## config.mk

```make
export PLATFORM = sky130hd
export DESIGN_NAME = fft_uart_tx_sequencer
export DESIGN_NICKNAME = d
export VERILOG_FILES = /design/src/rtl/fft_pkg.sv /design/src/rtl/fft_uart_tx_sequencer_byte_select.sv /design/src/rtl/fft_uart_tx_sequencer.sv
export SDC_FILE = /design/constraint.sdc
export NUM_CORES = 1
export LEC_CHECK = 0
export ABC_AREA = 1
export CORE_ASPECT_RATIO = 0.8
export CORE_MARGIN = 4
export CORE_UTILIZATION = 57
export DETAILED_ROUTE_END_ITERATION = 12
export DONT_BUFFER_PORTS = 1
export HOLD_SLACK_MARGIN = 0.06
export PLACE_DENSITY = 0.78
export SKIP_LAST_GASP = 1
export SYNTH_ARGS = -nofsm -noshare
export SYNTH_HDL_FRONTEND = slang
export SYNTH_SLANG_ARGS = --single-unit
```

## constraint.sdc

```tcl
create_clock -name i_clk -period 50.8 [get_ports i_clk]
set_clock_uncertainty 0.05 [all_clocks]
set_input_delay 5.08 -clock i_clk [delete_from_list [all_inputs] [get_ports i_clk]]
set_output_delay 5.08 -clock i_clk [all_outputs]
set_load 0.005 [all_outputs]
```

## src/rtl/fft_pkg.sv

```systemverilog
// rtl/fft_pkg.sv - shared constants and state encoding for the FFT-to-UART sequencer
//
// Holds the frame geometry (result words, word and byte widths, bytes per
// frame and the byte index width) and the sequencer state encoding.

package fft_pkg;

    localparam int N_POINTS    = 32;
    localparam int WORD_SIZE   = 16;
    localparam int DATA_LENGTH = 8;

    // Each result word goes out as two bytes, low byte first.
    localparam int BYTE_COUNT  = 2 * N_POINTS;
    localparam int IDX_W       = $clog2(BYTE_COUNT);
    localparam int WORD_IDX_W  = $clog2(N_POINTS);
    localparam int RESULTS_W   = N_POINTS * WORD_SIZE;

    typedef enum logic [2:0] {
        ST_IDLE    = 3'd0,
        ST_RUN     = 3'd1,
        ST_CAPTURE = 3'd2,
        ST_SEND    = 3'd3,
        ST_WAIT_TX = 3'd4
    } state_t;

    // Odd byte indices carry the upper half of a result word.
    function automatic logic [DATA_LENGTH-1:0] word_byte(
        input logic [WORD_SIZE-1:0] word,
        input logic                 high
    );
        return high ? word[WORD_SIZE-1 -: DATA_LENGTH] : word[DATA_LENGTH-1:0];
    endfunction

endpackage

```

## src/rtl/fft_uart_tx_sequencer_byte_select.sv

```systemverilog
// rtl/fft_uart_tx_sequencer_byte_select.sv - snapshot word/byte mux indexed by byte index
//
// Ports:
//   i_snapshot  captured FFT results, word k at [k*WORD_SIZE +: WORD_SIZE]
//   i_idx       frame byte index; word = i_idx>>1, i_idx[0] selects high byte
//   o_byte      selected byte, purely combinational

module fft_uart_tx_sequencer_byte_select
    import fft_pkg::*;
(
    input  logic [RESULTS_W-1:0]   i_snapshot,
    input  logic [IDX_W-1:0]       i_idx,
    output logic [DATA_LENGTH-1:0] o_byte
);

    logic [WORD_SIZE-1:0]  words [N_POINTS];
    logic [WORD_IDX_W-1:0] word_idx;
    logic [WORD_SIZE-1:0]  word;

    for (genvar k = 0; k < N_POINTS; k++) begin : g_words
        assign words[k] = i_snapshot[k*WORD_SIZE +: WORD_SIZE];
    end

    assign word_idx = i_idx[IDX_W-1:1];
    assign word     = words[word_idx];
    assign o_byte   = word_byte(word, i_idx[0]);

endmodule

```

## src/rtl/fft_uart_tx_sequencer.sv

```systemverilog
// rtl/fft_uart_tx_sequencer.sv - sequences UART_RX trigger, FFT run and UART_TX frame output
//
// Ports:
//   i_clk, i_rst   clock, asynchronous active-high reset
//   i_rx_valid     byte received pulse; starts an FFT run from IDLE
//   i_fft_done     FFT done level; its rising edge ends the run
//   i_results      flattened FFT real outputs, captured on run completion
//   i_tx_done      UART_TX byte finished pulse
//   o_fft_run      FFT enable (core reset = ~o_fft_run)
//   o_tx_start     one-cycle transmit request for o_tx_byte
//   o_tx_byte      byte under transmission, from the snapshot
//   o_tx_active    UART_TX enable for the duration of the frame
//   o_byte_idx     index of the byte under transmission
//   o_busy         any state other than IDLE
//   o_frame_done   pulse after the last byte is acknowledged
//   o_error        pulse when the TX watchdog aborts the frame

module fft_uart_tx_sequencer
    import fft_pkg::*;
#(
    parameter int TX_TIMEOUT = 20000
) (
    input  logic                   i_clk,
    input  logic                   i_rst,
    input  logic                   i_rx_valid,
    input  logic                   i_fft_done,
    input  logic [RESULTS_W-1:0]   i_results,
    input  logic                   i_tx_done,
    output logic                   o_fft_run,
    output logic                   o_tx_start,
    output logic [DATA_LENGTH-1:0] o_tx_byte,
    output logic                   o_tx_active,
    output logic [IDX_W-1:0]       o_byte_idx,
    output logic                   o_busy,
    output logic                   o_frame_done,
    output logic                   o_error
);

    // Watchdog counts 0..TX_TIMEOUT-1, so $clog2(TX_TIMEOUT) bits suffice.
    localparam int              WD_W     = $clog2(TX_TIMEOUT);
    localparam logic [WD_W-1:0] WD_LIMIT = WD_W'(TX_TIMEOUT - 1);
    localparam logic [IDX_W-1:0] LAST_IDX = IDX_W'(BYTE_COUNT - 1);

    state_t               state;
    state_t               state_next;
    logic [RESULTS_W-1:0] snapshot;
    logic [IDX_W-1:0]     idx;
    logic [WD_W-1:0]      wd_cnt;
    logic                 fft_done_prev;
    logic                 fft_rise;
    logic                 frame_done_q;
    logic                 error_q;
    logic                 last_byte;
    logic                 wd_expired;

    assign last_byte  = (idx == LAST_IDX);
    assign wd_expired = (wd_cnt == WD_LIMIT);

    // State register
    always_ff @(posedge i_clk or posedge i_rst) begin
        if (i_rst) begin
            state <= ST_IDLE;
        end else begin
            state <= state_next;
        end
    end

    // Next-state logic; i_tx_done has priority over the watchdog limit.
    always_comb begin
        state_next = state;
        case (state)
            ST_IDLE: begin
                if (i_rx_valid) begin
                    state_next = ST_RUN;
                end
            end
            ST_RUN: begin
                if (fft_rise) begin
                    state_next = ST_CAPTURE;
                end
            end
            ST_CAPTURE: state_next = ST_SEND;
            ST_SEND:    state_next = ST_WAIT_TX;
            ST_WAIT_TX: begin
                if (i_tx_done) begin
                    state_next = last_byte ? ST_IDLE : ST_SEND;
                end else if (wd_expired) begin
                    state_next = ST_IDLE;
                end
            end
            default: state_next = ST_IDLE;
        endcase
    end

    // Outputs decoded from state so that reset drops them immediately.
    always_comb begin
        o_fft_run   = 1'b0;
        o_tx_start  = 1'b0;
        o_tx_active = 1'b0;
        o_busy      = (state != ST_IDLE);
        case (state)
            ST_RUN:     o_fft_run = 1'b1;
            ST_SEND: begin
                o_tx_start  = 1'b1;
                o_tx_active = 1'b1;
            end
            ST_WAIT_TX: o_tx_active = 1'b1;
            default: ;
        endcase
    end

    // Datapath: done-edge detector, snapshot, byte index, watchdog, pulses.
    // The edge is registered so fft_done_prev tracks the level in every
    // state; a level held high across frames never looks like a new edge.
    always_ff @(posedge i_clk or posedge i_rst) begin
        if (i_rst) begin
            fft_done_prev <= 1'b0;
            fft_rise      <= 1'b0;
            snapshot      <= '0;
            idx           <= '0;
            wd_cnt        <= '0;
            frame_done_q  <= 1'b0;
            error_q       <= 1'b0;
        end else begin
            fft_done_prev <= i_fft_done;
            fft_rise      <= i_fft_done & ~fft_done_prev;
            frame_done_q  <= 1'b0;
            error_q       <= 1'b0;
            case (state)
                ST_CAPTURE: begin
                    snapshot <= i_results;
                    idx      <= '0;
                end
                ST_SEND: begin
                    wd_cnt <= '0;
                end
                ST_WAIT_TX: begin
                    if (i_tx_done) begin
                        if (last_byte) begin
                            frame_done_q <= 1'b1;
                        end else begin
                            idx <= idx + IDX_W'(1);
                        end
                    end else if (wd_expired) begin
                        error_q <= 1'b1;
                    end else begin
                        wd_cnt <= wd_cnt + WD_W'(1);
                    end
                end
                default: ;
            endcase
        end
    end

    fft_uart_tx_sequencer_byte_select u_byte_select (
        .i_snapshot (snapshot),
        .i_idx      (idx),
        .o_byte     (o_tx_byte)
    );

    assign o_byte_idx   = idx;
    assign o_frame_done = frame_done_q;
    assign o_error      = error_q;

endmodule

```

### Word-level counts from Yosys, hierarchy flattened

Index checks and enable logic that the tools add are counted.
Widths: inputs -> output; s select.

* output and inout port bits: 20
* register bits after elaboration: 540

* magnitude comparators: 1
* add/sub/neg operators: 2
* bitwise gates (word level): 3
* mux-type cells: 25
* equal/unequal tests: 13
* reductions and logical operators: 8

Operators with widths (count)
* $bmux 16 s5: 1
* $mux 16: 2
* $mux 15: 2
* $pmux 15 s2: 1
* $add 15x1->15 const B: 1
* $eq 15x15->1 const B: 1
* $pmux 3 s5: 1
* $mux 3: 4
* $mux 6: 2
* $ne 2x2->1 const B: 6
* $pmux 6 s2: 1
* $mux 1: 9
* $reduce_and 3->1: 3
* $mux 8: 1
* $add 6x1->6 const B: 1
* $eq 3x2->1 const B: 2
* $eq 6x6->1 const B: 1
* $ge 6x6->1 const B: 1
* $not 5->6: 1
* $reduce_bool 2->1: 2
* $eq 3x1->1 const B: 1
* $eq 3x3->1 const B: 1
* $logic_not 3->1: 1
* $ne 3x3->1 const B: 1
* 5 further kinds: 5

### Longest topological paths before layout

* depth in word-level cells: 5
* mapped depth: 14
* gate-level depth less buffers: 11

### Modules after synthesis

A second synthesis with hierarchy kept.

* cell total of the unflattened synthesis: 3588
* area, all modules: 26126.3 µm²

By module, submodules not included
* fft_uart_tx_sequencer: times used 1, area each 20796.2 µm², cells an instance 2393
* fft_uart_tx_sequencer_byte_select: times used 1, area each 5330.1 µm², cells an instance 1195

### Worst setup path after synthesis

OpenSTA, ideal clock, no wires.

* kind: flip-flop to output port
* start: register idx[1], in the netlist o_byte_idx[1]
* end: output o_tx_byte[7]
* data required time: 45.670 ns
* cell stages (with the launch flop): 15
* arrival: 1.349 ns
* path buffers: 3
* path slack: 44.321 ns
* cells stage by stage: dfrtp_1 -> buf_6 -> inv_2 -> buf_6 -> buf_6 -> nand2_1 -> nand2_1 -> nand2_1 -> nand2_1 -> nor2_1 -> nand2_1 -> clkinv_1 -> nand2_1 -> nand3_1 -> nand2_1

* cells in the longest elaborated chain, start to end: 5

Ends and longest elaborated chain
* from (decl): line fft_uart_tx_sequencer.sv:47 `logic [IDX_W-1:0] idx;`
* from (signal assigned): line fft_uart_tx_sequencer.sv:142 `idx <= idx + IDX_W'(1);`
* $not 5->6 (implied by the code): line fft_uart_tx_sequencer_byte_select.sv:25 `assign word = words[word_idx];`
* $bmux 16 s5: line fft_uart_tx_sequencer_byte_select.sv:25
* $mux 16 (implied by the code) (2 in series): line fft_uart_tx_sequencer_byte_select.sv:25
* $mux 8: line fft_pkg.sv:31 `return high ? word[WORD_SIZE-1 -: DATA_LENGTH] : word[DATA_LENGTH-1:0];`
* to (decl): line fft_uart_tx_sequencer.sv:31 `output logic [DATA_LENGTH-1:0] o_tx_byte,`

No other way between the ends. The select of a mux whose other input is x is not followed.

### Final worst setup path

Ends and elaborated chain as after synthesis.

==> flow_summary_export.csv <==
group,metric,value,unit
status,status,"finished clean",
power_and_ir_drop,pwr-share-clk,23.2,%
drt,viasPerCell,5.548,
finish,register_area,13520,um^2
synth,syn_area,26660,um^2
timing,tightest_slew,1168,ps
cts,postCtsSetupBuffers,0,
synth,synth.ff_latch_count,540,
synth,synth_simple_gate_area_share,30.57,%
synth,syn_nets,4194,
finish,final_area,28290,um^2
synth,avgSynthCellArea,7.255,um^2
timing,period_minus_slack,9231,ps
cts,clock_path_buffers,3,
timing,hold_viol_final,0,
critical_path,criticalPathCategory,"flip-flop to output pin",
critical_path,critPathArrivalTime,4100,ps
finish,fin_nets,4051,
worst_hold_path,hold_depth,1,
placement,hpwl,62610,um
drt,ant_nets,0,
power_and_ir_drop,power_density,61.00,nW/um^2
die,initial_core_util,57.98,%
finish,multi_input_area,10380,um^2
drt,first_pass_iters,6,
synth,synthAdderAreaFrac,0.09386,%
power_and_ir_drop,sequentialPowerShare,41.2,%
die,die_width,249.8,um
worst_hold_path,min_to,"fft_rise",
die,core.rowCount,70,
cts,cts_buffers,53,
synth,netlist_instances,3675,
timing,grt_setup_unrepaired,"no",
global_route,antenna_found_initial,17,
die,coreArea,45980,um^2
critical_path,cp_max_fo,231,
synth,synthMuxAreaShare,0,%
critical_path,endpoint_kind,"output pin",
global_route,grtUsageTotal,33.67,%
drt,vias,23290,
critical_path,reg2reg_depth,6,
global_route,grt_pass1_wl,130300,um
synth,synth_compound_area_share,8.063,%
critical_path,required,45670,ps
cts,cts.sinks,540,
placement,portBuffers,0,
cts,cts_tree,"done",
synth,synth_top_family_by_area,"simple AND/OR/NAND/NOR gates",
die,die_y,201.4,um
power_and_ir_drop,vdd.ir_drop.worst,0.03909,mV
timing,relSlewSlack,22.14,%
die,io_pins,537,
drt,routed_wl,87230,um
die,die-area,50320,um^2
power_and_ir_drop,p_leak,14.26,nW
job,cap_viol_max_count,0,
timing,timing.fmax,0.1083,GHz
placement,place_inst,4089,
placement,place_area,26490,um^2
finish,fill_cells,4186,
power_and_ir_drop,swShare,39.64,%
placement,gp_congestion,0.9743,
drt,post_drt_wl_per_cell,20.78,um
critical_path,start_kind,"flip-flop",
critical_path,r2r-end,"snapshot[127]",
timing,setup-tns-final,0,ps
synth,synth.distinct_cells,30,
timing,holdWs,342.7,ps
drt,drc,0,
synth,ys_seq_area_share,50.69,%
timing,setup_viol,0,
timing,finalCritPeriodShare,18.17,%
finish,final_cells,4197,
cts,htree_levels,2,
finish,utilization,61.52,%
timing,final_max_slew_viol_count,0,
finish,area_growth_syn_to_layout,6.101,%
synth,synth_xor_area_share,0.1643,%
cts,cts_hold_buf,0,
critical_path,r2r_slack,47250,ps
power_and_ir_drop,intPower,1.041,mW
power_and_ir_drop,switching_power,0.6840,mW
cts,path_clk_slew,70,ps
synth,yosysWarnings,0,
global_route,grt-ovfl-total,0,
worst_hold_path,hold_start,"fft_done_prev",
cts,cts-resized-gates,0,
worst_hold_path,hold_class,"flip-flop to flip-flop",
cts,clk-insertion-delay-late,600,ps
power_and_ir_drop,p_comb_share,35.6,%
cts,root_buffer,"clkbuf_16",
critical_path,worstReg2RegStart,"state[2]",
global_route,grt_pass1_vias,21540,
finish,final_layout_size_suffix_gt1_share,3.720,%
global_route,grt_max_degree,299,
drt,drtIter0Drc,2996,
[cells in the final DEF, fill, tap and decap left out, types with 5 or more instances in the layout]
cell,count
buf_4,17
clkbuf_1,10
clkbuf_16,55
clkbuf_8,14
clkinv_1,7
clkinv_2,11
dfrtp_1,537
diode_2,10
inv_1,412
nand2_1,1571
nand3_1,268
nand4_1,11
nor2_1,188
nor3_1,9
o21ai_0,352
o21ai_1,60
xor2_1,5
[cell type report]
type | count | area share (%)
inverters | 425 | 5.715
flip-flops and latches | 540 | 47.80
multi-input cells | 2491 | 36.69
clock inverters | 19 | 0.5883
well taps | 612 | 2.707
clock buffers | 79 | 5.679
diodes | 10 | 0.08846
repair buffers | 21 | 0.7343
[metrics by stage]
| step | worst slack, ps | power, mW |
|---|---|---|
| 5_1_grt | 41360 | 1.853 |
| 3_5_place_dp | 42400 | 1.315 |
| 3_3_place_gp | 42390 | 1.297 |
| 4_1_cts | 41750 | 1.719 |
| 6_report | 41570 | 1.725 |
| 2_1_floorplan | 30580 | 1.146 |
[sequential cells by signal, indices dropped and copies added (netlist names)]
signal,count
fft_done_prev,1
state,3
o_byte_idx,6
wd_cnt,15
fft_rise,1
o_error,1
snapshot,512
o_frame_done,1
[critical path: stages, from the launching register on]
cell,delay [ps]
dfrtp_4,490
buf_12,760
buf_4,900
nand2_1,120
o21ai_0,110
nor2_1,60
nor2_1,360
nand2_1,100
inv_1,90
nand2_1,50
nand3_1,80
nand2_1,170
[worst max path at each step]
| stage | from | endpoint | slack, ps | cells past startpoint |
|---|---|---|---|---|
| global placement | o_byte_idx[1] | o_tx_byte[5] | 42390 | 11 |
| floorplan | i_rst | fft_done_prev | 30580 | 1 |
| CTS | o_byte_idx[1] | o_tx_byte[5] | 41750 | 11 |
| detailed placement | o_byte_idx[1] | o_tx_byte[5] | 42400 | 11 |
| global route | o_byte_idx[1] | o_tx_byte[7] | 41360 | 11 |
| finish | o_byte_idx[1] | o_tx_byte[7] | 41570 | 11 |
[metal layers]
| layer | track usage [%] | part of all wire (%) | up-vias |
|---|---|---|---|
| li1 | - | - | 10940 |
| met1 | 51.47 | 43 | 11030 |
| met2 | 46.97 | 42 | 1144 |
| met3 | 8.969 | 11 | 156 |
| met4 | 10.56 | 3.2 | 14 |
| met5 | 0 | 0.092 | - |
[power groups by stage]
stage	sequential (mW)	clock (mW)	combinational, mW
2_1_floorplan	0.694	0	0.452
3_3_place_gp	0.707	0	0.590
3_5_place_dp	0.714	0	0.601
4_1_cts	0.707	0.405	0.607
5_1_grt	0.729	0.423	0.701
6_report	0.710	0.401	0.614
[synthesized netlist by cell type]
cell type,instances,share of area [%]
inv_1,413,5.8
nor3_1,9,0.17
buf_1,9,0.13
nand2_1,1571,22
a31o_2,1,0.033
dfrtp_1,540,51
o21ai_0,352,6.6
nor2_4,1,0.042
buf_6,11,0.46
clkinv_1,7,0.099
ha_1,2,0.094
buf_2,101,1.9
o21bai_1,2,0.056
clkbuf_1,57,0.80
a21oi_2,1,0.033
nand3_2,2,0.075
xor2_1,5,0.16
o211ai_1,3,0.084
buf_4,41,1.2
nor2_1,189,2.7
nand2_2,4,0.094
or2_2,2,0.047
o21ai_1,60,1.1
nor2_2,3,0.070
o31ai_1,1,0.028
inv_2,5,0.070
o211a_1,1,0.038
nand3_1,268,5.0
a21oi_1,3,0.056
nand4_1,11,0.26
[logic make-up after synthesis]
logic type	after synthesis
flops	540
simple gates	2060
fa+ha+maj	2
compound gates	424
xor+xnor	5
buf+inv	644
Power figures use the tool's default switching activity.
